--- src/rtl/rv_pkg.sv ---
// Shared RV core definitions: default datapath width, register index type, ALU opcode encoding
// and a helper that masks register indices beyond the implemented register count.
package rv_pkg;

  localparam int unsigned XLEN_DEFAULT = 16;

  typedef logic [4:0] reg_addr_t;

  typedef enum logic [3:0] {
    AluAdd  = 4'b0000,
    AluSll  = 4'b0001,
    AluSlt  = 4'b0010,
    AluSltu = 4'b0011,
    AluXor  = 4'b0100,
    AluSrl  = 4'b0101,
    AluOr   = 4'b0110,
    AluAnd  = 4'b0111,
    AluSub  = 4'b1000,
    AluSra  = 4'b1101
  } alu_op_t;

  // Bit i set when register index i exists for a file of nreg entries.
  function automatic logic [31:0] reg_mask(input int unsigned nreg);
    return (nreg >= 32) ? '1 : 32'((64'd1 << nreg) - 64'd1);
  endfunction

endpackage

--- src/rtl/regfile_2r1w.sv ---
// Register file with two asynchronous read ports and one synchronous write port; x0 reads as
// zero and ignores writes. Synchronous active-low reset clears every entry.
module regfile_2r1w
  import rv_pkg::*;
#(
  parameter int unsigned XLEN = XLEN_DEFAULT,
  parameter int unsigned NREG = 32
) (
  input  logic            clk,
  input  logic            rst_n,
  input  logic [4:0]      raddr1,
  output logic [XLEN-1:0] rdata1,
  input  logic [4:0]      raddr2,
  output logic [XLEN-1:0] rdata2,
  input  logic            we,
  input  logic [4:0]      waddr,
  input  logic [XLEN-1:0] wdata
);

  localparam logic [31:0] RegMask = reg_mask(NREG);

  logic [XLEN-1:0] regs_q [NREG];
  logic [XLEN-1:0] regs_d [NREG];

  always_comb begin
    regs_d = regs_q;
    if (we && (waddr != '0) && RegMask[waddr]) begin
      regs_d[waddr] = wdata;
    end
  end

  always_ff @(posedge clk) begin
    if (!rst_n) begin
      regs_q <= '{default: '0};
    end else begin
      regs_q <= regs_d;
    end
  end

  always_comb begin
    rdata1 = ((raddr1 != '0) && RegMask[raddr1]) ? regs_q[raddr1] : '0;
    rdata2 = ((raddr2 != '0) && RegMask[raddr2]) ? regs_q[raddr2] : '0;
  end

endmodule

--- src/rtl/operand_fetch.sv ---
// Operand fetch stage: scoreboarded register read with a one-entry output register toward the ALU.
// Define OPFETCH_BYPASS_EN to forward a same-cycle writeback to source operands.
module operand_fetch
  import rv_pkg::*;
#(
  parameter int unsigned XLEN = XLEN_DEFAULT,
  parameter int unsigned NREG = 32
) (
  input  logic            clk,
  input  logic            rst_n,
  input  logic            in_valid,
  output logic            in_ready,
  input  logic [4:0]      in_rs1_addr,
  input  logic [4:0]      in_rs2_addr,
  input  logic [4:0]      in_rd_addr,
  input  logic [3:0]      in_alu_op,
  input  logic            in_use_imm,
  input  logic [XLEN-1:0] in_imm,
  output logic            out_valid,
  input  logic            out_ready,
  output logic [XLEN-1:0] out_rs1,
  output logic [XLEN-1:0] out_rs2,
  output logic [3:0]      out_alu_op,
  output logic [4:0]      out_rd_addr,
  input  logic            wb_valid,
  input  logic [4:0]      wb_addr,
  input  logic [XLEN-1:0] wb_data,
  input  logic            flush
);

  localparam logic [31:0] RegMask = reg_mask(NREG);

  logic [NREG-1:0] busy_q, busy_d;
  logic            out_valid_q, out_valid_d;
  logic [XLEN-1:0] out_rs1_q, out_rs1_d;
  logic [XLEN-1:0] out_rs2_q, out_rs2_d;
  logic [3:0]      out_alu_op_q, out_alu_op_d;
  reg_addr_t       out_rd_addr_q, out_rd_addr_d;

  logic [XLEN-1:0] rf_rdata1, rf_rdata2, rs1_val, rs2_val;
  logic            fwd_rs1, fwd_rs2, haz_rs1, haz_rs2, haz_rd, hazard, accept;

  regfile_2r1w #(
    .XLEN(XLEN),
    .NREG(NREG)
  ) u_regfile (
    .clk   (clk),
    .rst_n (rst_n),
    .raddr1(in_rs1_addr),
    .rdata1(rf_rdata1),
    .raddr2(in_rs2_addr),
    .rdata2(rf_rdata2),
    .we    (wb_valid),
    .waddr (wb_addr),
    .wdata (wb_data)
  );

  function automatic logic is_busy(input logic [NREG-1:0] busy, input reg_addr_t addr);
    return RegMask[addr] && busy[addr];
  endfunction

`ifdef OPFETCH_BYPASS_EN
  assign fwd_rs1 = wb_valid && (wb_addr == in_rs1_addr) && (in_rs1_addr != '0);
  assign fwd_rs2 = wb_valid && (wb_addr == in_rs2_addr) && (in_rs2_addr != '0);
`else
  assign fwd_rs1 = 1'b0;
  assign fwd_rs2 = 1'b0;
`endif

  always_comb begin
    haz_rs1  = is_busy(busy_q, in_rs1_addr) && !fwd_rs1;
    haz_rs2  = !in_use_imm && is_busy(busy_q, in_rs2_addr) && !fwd_rs2;
    haz_rd   = is_busy(busy_q, in_rd_addr);
    hazard   = haz_rs1 || haz_rs2 || haz_rd;
    in_ready = !hazard && (!out_valid_q || out_ready) && !flush;
    accept   = in_valid && in_ready;
    rs1_val  = fwd_rs1 ? wb_data : rf_rdata1;
    rs2_val  = in_use_imm ? in_imm : (fwd_rs2 ? wb_data : rf_rdata2);
  end

  // Clear before set so an accept that targets the register being written back keeps it busy.
  always_comb begin
    busy_d = busy_q;
    if (flush) begin
      busy_d = '0;
    end else begin
      if (wb_valid && RegMask[wb_addr]) begin
        busy_d[wb_addr] = 1'b0;
      end
      if (accept && (in_rd_addr != '0) && RegMask[in_rd_addr]) begin
        busy_d[in_rd_addr] = 1'b1;
      end
    end
  end

  always_comb begin
    out_valid_d   = out_valid_q;
    out_rs1_d     = out_rs1_q;
    out_rs2_d     = out_rs2_q;
    out_alu_op_d  = out_alu_op_q;
    out_rd_addr_d = out_rd_addr_q;
    if (flush) begin
      out_valid_d = 1'b0;
    end else if (accept) begin
      out_valid_d   = 1'b1;
      out_rs1_d     = rs1_val;
      out_rs2_d     = rs2_val;
      out_alu_op_d  = in_alu_op;
      out_rd_addr_d = in_rd_addr;
    end else if (out_ready) begin
      out_valid_d = 1'b0;
    end
  end

  always_ff @(posedge clk) begin
    if (!rst_n) begin
      busy_q        <= '0;
      out_valid_q   <= 1'b0;
      out_rs1_q     <= '0;
      out_rs2_q     <= '0;
      out_alu_op_q  <= '0;
      out_rd_addr_q <= '0;
    end else begin
      busy_q        <= busy_d;
      out_valid_q   <= out_valid_d;
      out_rs1_q     <= out_rs1_d;
      out_rs2_q     <= out_rs2_d;
      out_alu_op_q  <= out_alu_op_d;
      out_rd_addr_q <= out_rd_addr_d;
    end
  end

  assign out_valid   = out_valid_q;
  assign out_rs1     = out_rs1_q;
  assign out_rs2     = out_rs2_q;
  assign out_alu_op  = out_alu_op_q;
  assign out_rd_addr = out_rd_addr_q;

endmodule

--- config.mk ---
export PLATFORM = sky130hd
export DESIGN_NAME = operand_fetch
export DESIGN_NICKNAME = d
export VERILOG_FILES = /design/src/rtl/rv_pkg.sv /design/src/rtl/regfile_2r1w.sv /design/src/rtl/operand_fetch.sv
export SDC_FILE = /design/constraint.sdc
export NUM_CORES = 2
export LEC_CHECK = 0
export CAP_MARGIN = 5
export CORE_AREA = 2 2 252 254
export CTS_CLUSTER_SIZE = 14
export DETAILED_ROUTE_END_ITERATION = 8
export DIE_AREA = 0 0 254 256
export DONT_BUFFER_PORTS = 1
export PLACE_DENSITY = 0.76
export SLEW_MARGIN = 15
export SYNTH_ARGS = -nofsm -noshare
export SYNTH_HDL_FRONTEND = slang
export SYNTH_SLANG_ARGS = --single-unit
--- constraint.sdc ---
create_clock -name clk -period 2.9 [get_ports clk]
set_input_delay 0.58 -clock clk [delete_from_list [all_inputs] [get_ports clk]]
set_output_delay 0.58 -clock clk [all_outputs]
set_load 0.01 [all_outputs]
==> results.sh <==
export IMPL_status="complete, but fails checks"
export IMPL_violations="negative setup slack"
export IMPL_synthMuxAreaShare_pct=24.9
export IMPL_routedWlPerCell_um=25.5
export IMPL_cellLeakagePower_nw=10.9
export IMPL_slew_limit_headroom_pct=37.0
export IMPL_startpoint="busy_q[23]"
export IMPL_grt_pass1_wl_um=153000
export IMPL_fin_cells=4045
export IMPL_p_clk_share_pct=46.9
export IMPL_switchingPower_mw=3.71
export IMPL_fmax_mhz=311
export IMPL_netlist_area_um2=30900
export IMPL_required_ns=2.32
export IMPL_grt_max_degree=582
export IMPL_powerDensity_nw_per_um2=504
export IMPL_fin_util_pct=53.4
export IMPL_yosysMostFrequentCell="nand2_1"
export IMPL_clock_sinks=586
export IMPL_setup_tns_ns=-0.315
export IMPL_firstDrtPassIters=6
export IMPL_clk_path_buf_depth=3
export IMPL_switching_share_pct=22.0
export IMPL_gp_congestion=0.989
export IMPL_place_inst=3938
export IMPL_io_pins=106
export IMPL_dieArea_um2=65000
export IMPL_drive_gt1_share_pct=16.1
export IMPL_synthTopCellsByArea="dfxtp_1, mux4_2, nand2_1"
export IMPL_syn_avg_cell_area_um2=9.30
export IMPL_route_detailed_drc=0
export IMPL_seqPwrFrac_pct=48.6
export IMPL_synth_top_family_by_area="multiplexers"
export IMPL_worstSkewPairLatency_ns=0.64
export IMPL_ctsHoldBuffers=0
export IMPL_async_flop_share_pct=0
export IMPL_synth_edf_count=0
export IMPL_yosysUniqueCellTypes=47
export IMPL_grt_overflow_total=0
export IMPL_synth_seq_cells=586
export IMPL_setup_viol=1
export IMPL_syn_instance_count=3319
export IMPL_drtIter0Drc=3710
export IMPL_cap_violations=0
export IMPL_hold_viol=0
export IMPL_vias=25800
export IMPL_io_buffers=0
export IMPL_cts_root_buf="clkbuf_16"
export IMPL_crit_arrival_ns=2.63
export IMPL_synth_top_area_cell="dfxtp_1"
export IMPL_reg2reg_to="busy_q[18]"
export IMPL_skew_ns=0.0202
export IMPL_r2r_setup_slack_ns=0.14
export IMPL_grt_pass1_vias=23700
export IMPL_syn_num_nets=3382
export IMPL_synth_warnings=0
export IMPL_rsz0062_at_grt="true"
export IMPL_crit_path_max_fanout=4
export IMPL_crit_path_start_kind="flip-flop"
export IMPL_ys_top_cells_by_count="nand2_1, dfxtp_1, a21boi_0, mux4_2, clkbuf_1"
export IMPL_r2r_cells=7
export IMPL_final_nets=3219
export IMPL_internal_power_mw=13.1
export IMPL_finalCritPeriodShare_pct=111
export IMPL_setup_worst_path_class="flip-flop to output pin"
export IMPL_vias_per_cell=6.38
export IMPL_yosys_area_share_xor_xnor_pct=0
export IMPL_antenna_found_initial=3
export IMPL_r2r_start="busy_q[23]"
export IMPL_synth_main_ff_cell="dfxtp_1"
export IMPL_tightest_slew_ns=0.942
export IMPL_drtAntennaViolNets=0
export IMPL_start_util_pct=49.5
export IMPL_tritoncts="yes"
export IMPL_fin_ws_ns=-0.315
export IMPL_syn2layout_area_growth_pct=7.99
export IMPL_drv_slew=0
export IMPL_cts_buffers=59
export IMPL_dpl_hpwl_um=64000
export IMPL_endpoint="in_ready"
export IMPL_cts_clk_slew_worst_paths_ns=0.06
export IMPL_postPlaceCellArea_um2=31300
export IMPL_cp_end_kind="output pin"
export IMPL_min_delay_start="in_alu_op[3]"
export IMPL_synth_compound_area_share_pct=15.5
export IMPL_netlist_area_leader_share_pct=38.0
export IMPL_layout_min_cycle_time_ns=3.21
export IMPL_chipWidth_um=254
export IMPL_fillers=5515
export IMPL_die_y_um=256
export IMPL_synthAdderAreaFrac_pct=0
export IMPL_grt_usage_pct=31.3
export IMPL_htree_levels=2
export IMPL_combPwrFrac_pct=4.5
export IMPL_rows=92
export IMPL_hp_class="primary input to flip-flop"
export IMPL_synthSimpleGateAreaFrac_pct=17.5
export IMPL_drt_wl_total_um=103000
export IMPL_worst_ir_drop_vdd_mv=0.482
export IMPL_core_area_um2=62400
export IMPL_final_area_um2=33300
export IMPL_seq_area_frac_synth_pct=38.0
how the worst min path moves through the flow:
| stage | depth (start not counted) | endpoint |
|---|---|---|
| CTS | 2 | out_alu_op[3] |
| global placement | 2 | u_regfile.regs_q[409] |
| finish | 2 | out_alu_op[3] |
| detailed placement | 2 | u_regfile.regs_q[281] |
| floorplan | 2 | busy_q[0] |
| global route | 2 | u_regfile.regs_q[143] |
sequential cells by signal, summed over array words and instances (netlist names):
register / flops
out_rd_addr: 5
out_alu_op: 4
out_rs1: 16
busy_q: 32
out_rs2: 16
u_regfile.regs_q: 512
out_valid: 1
repair_timing:
action,CTS,global route
setup endpoints to repair,1,1
buffers inserted,4,0
gates cloned,0,0
gates resized for setup,9,6
pin swaps,2,3
through the flow:
| step | setup WS [ns] | hold slack, ns | total power, mW |
|---|---|---|---|
| final | -0.315 | 0.0864 | 16.8 |
| after global routing | -0.342 | 0.0862 | 17.2 |
| after CTS | -0.290 | 0.0762 | 16.8 |
| after detailed placement | -0.320 | 0.466 | 9.08 |
| after global placement | -0.296 | 0.456 | 9.07 |
| after floorplan | 0.0146 | 0.431 | 9.29 |
cells by family (layout without fill, tap and decap cells):
logic type	count (synthesis)	after routing
AO/OA/AOI/OAI	645	645
other	0	1
AND/OR/NAND/NOR	1348	1348
buffers and inverters	311	190
multiplexers	429	429
flip-flops	586	586
worst max-delay path, cell delays in order, from the launching register on:
cell and delay [ns]:
dfxtp_2 0.33, mux4_2 0.48, nor2b_2 0.13, nor3_1 0.05, or4_4 0.57, nor3b_4 0.29
buf_6 0.14
power groups by stage:
stage               Combinational, mW  Sequential, mW  Clock (mW)
floorplan                       0.959            8.33           0
global placement                0.723            8.35           0
detailed placement              0.729            8.35           0
CTS                             0.733            8.17        7.90
global route                    0.788            8.18        8.24
finish                          0.764            8.17        7.88
cell usage in the layout (no fill, tap or decap), types with 16 or more instances in the layout:
master     count
a21boi_0     496
buf_4         81
nand2_1     1145
mux4_2       264
a22oi_1       18
nand3_1       54
clkbuf_16     61
dfxtp_1      579
nand2b_1      37
mux2_2        56
and2_1        20
nor2_1        42
o31ai_1       21
mux2i_1      107
o21ai_0       16
cell type report:
class	count	area, um2	share of cell area [%]
Inverter	4	15.0	0.0450
Tap cell	846	1060	3.18
Clock inverter	17	223	0.668
Timing Repair Buffer	83	639	1.92
Antenna cell	1	2.50	0.00751
Multi-Input combinational cell	2422	17900	53.8
Sequential cell	586	11700	35.2
Clock buffer	86	1730	5.19
routing by layer:
layer / routed length [um] / global-route usage, % / vias to the layer above
li1: - / - / 11300
met1: 38900 / 43.0 / 12500
met2: 44600 / 46.2 / 1710
met3: 13800 / 7.57 / 273
met4: 5910 / 15.3 / 4
met5: 29 / 0 / -
Note: power is estimated with default switching activity, not from simulation.
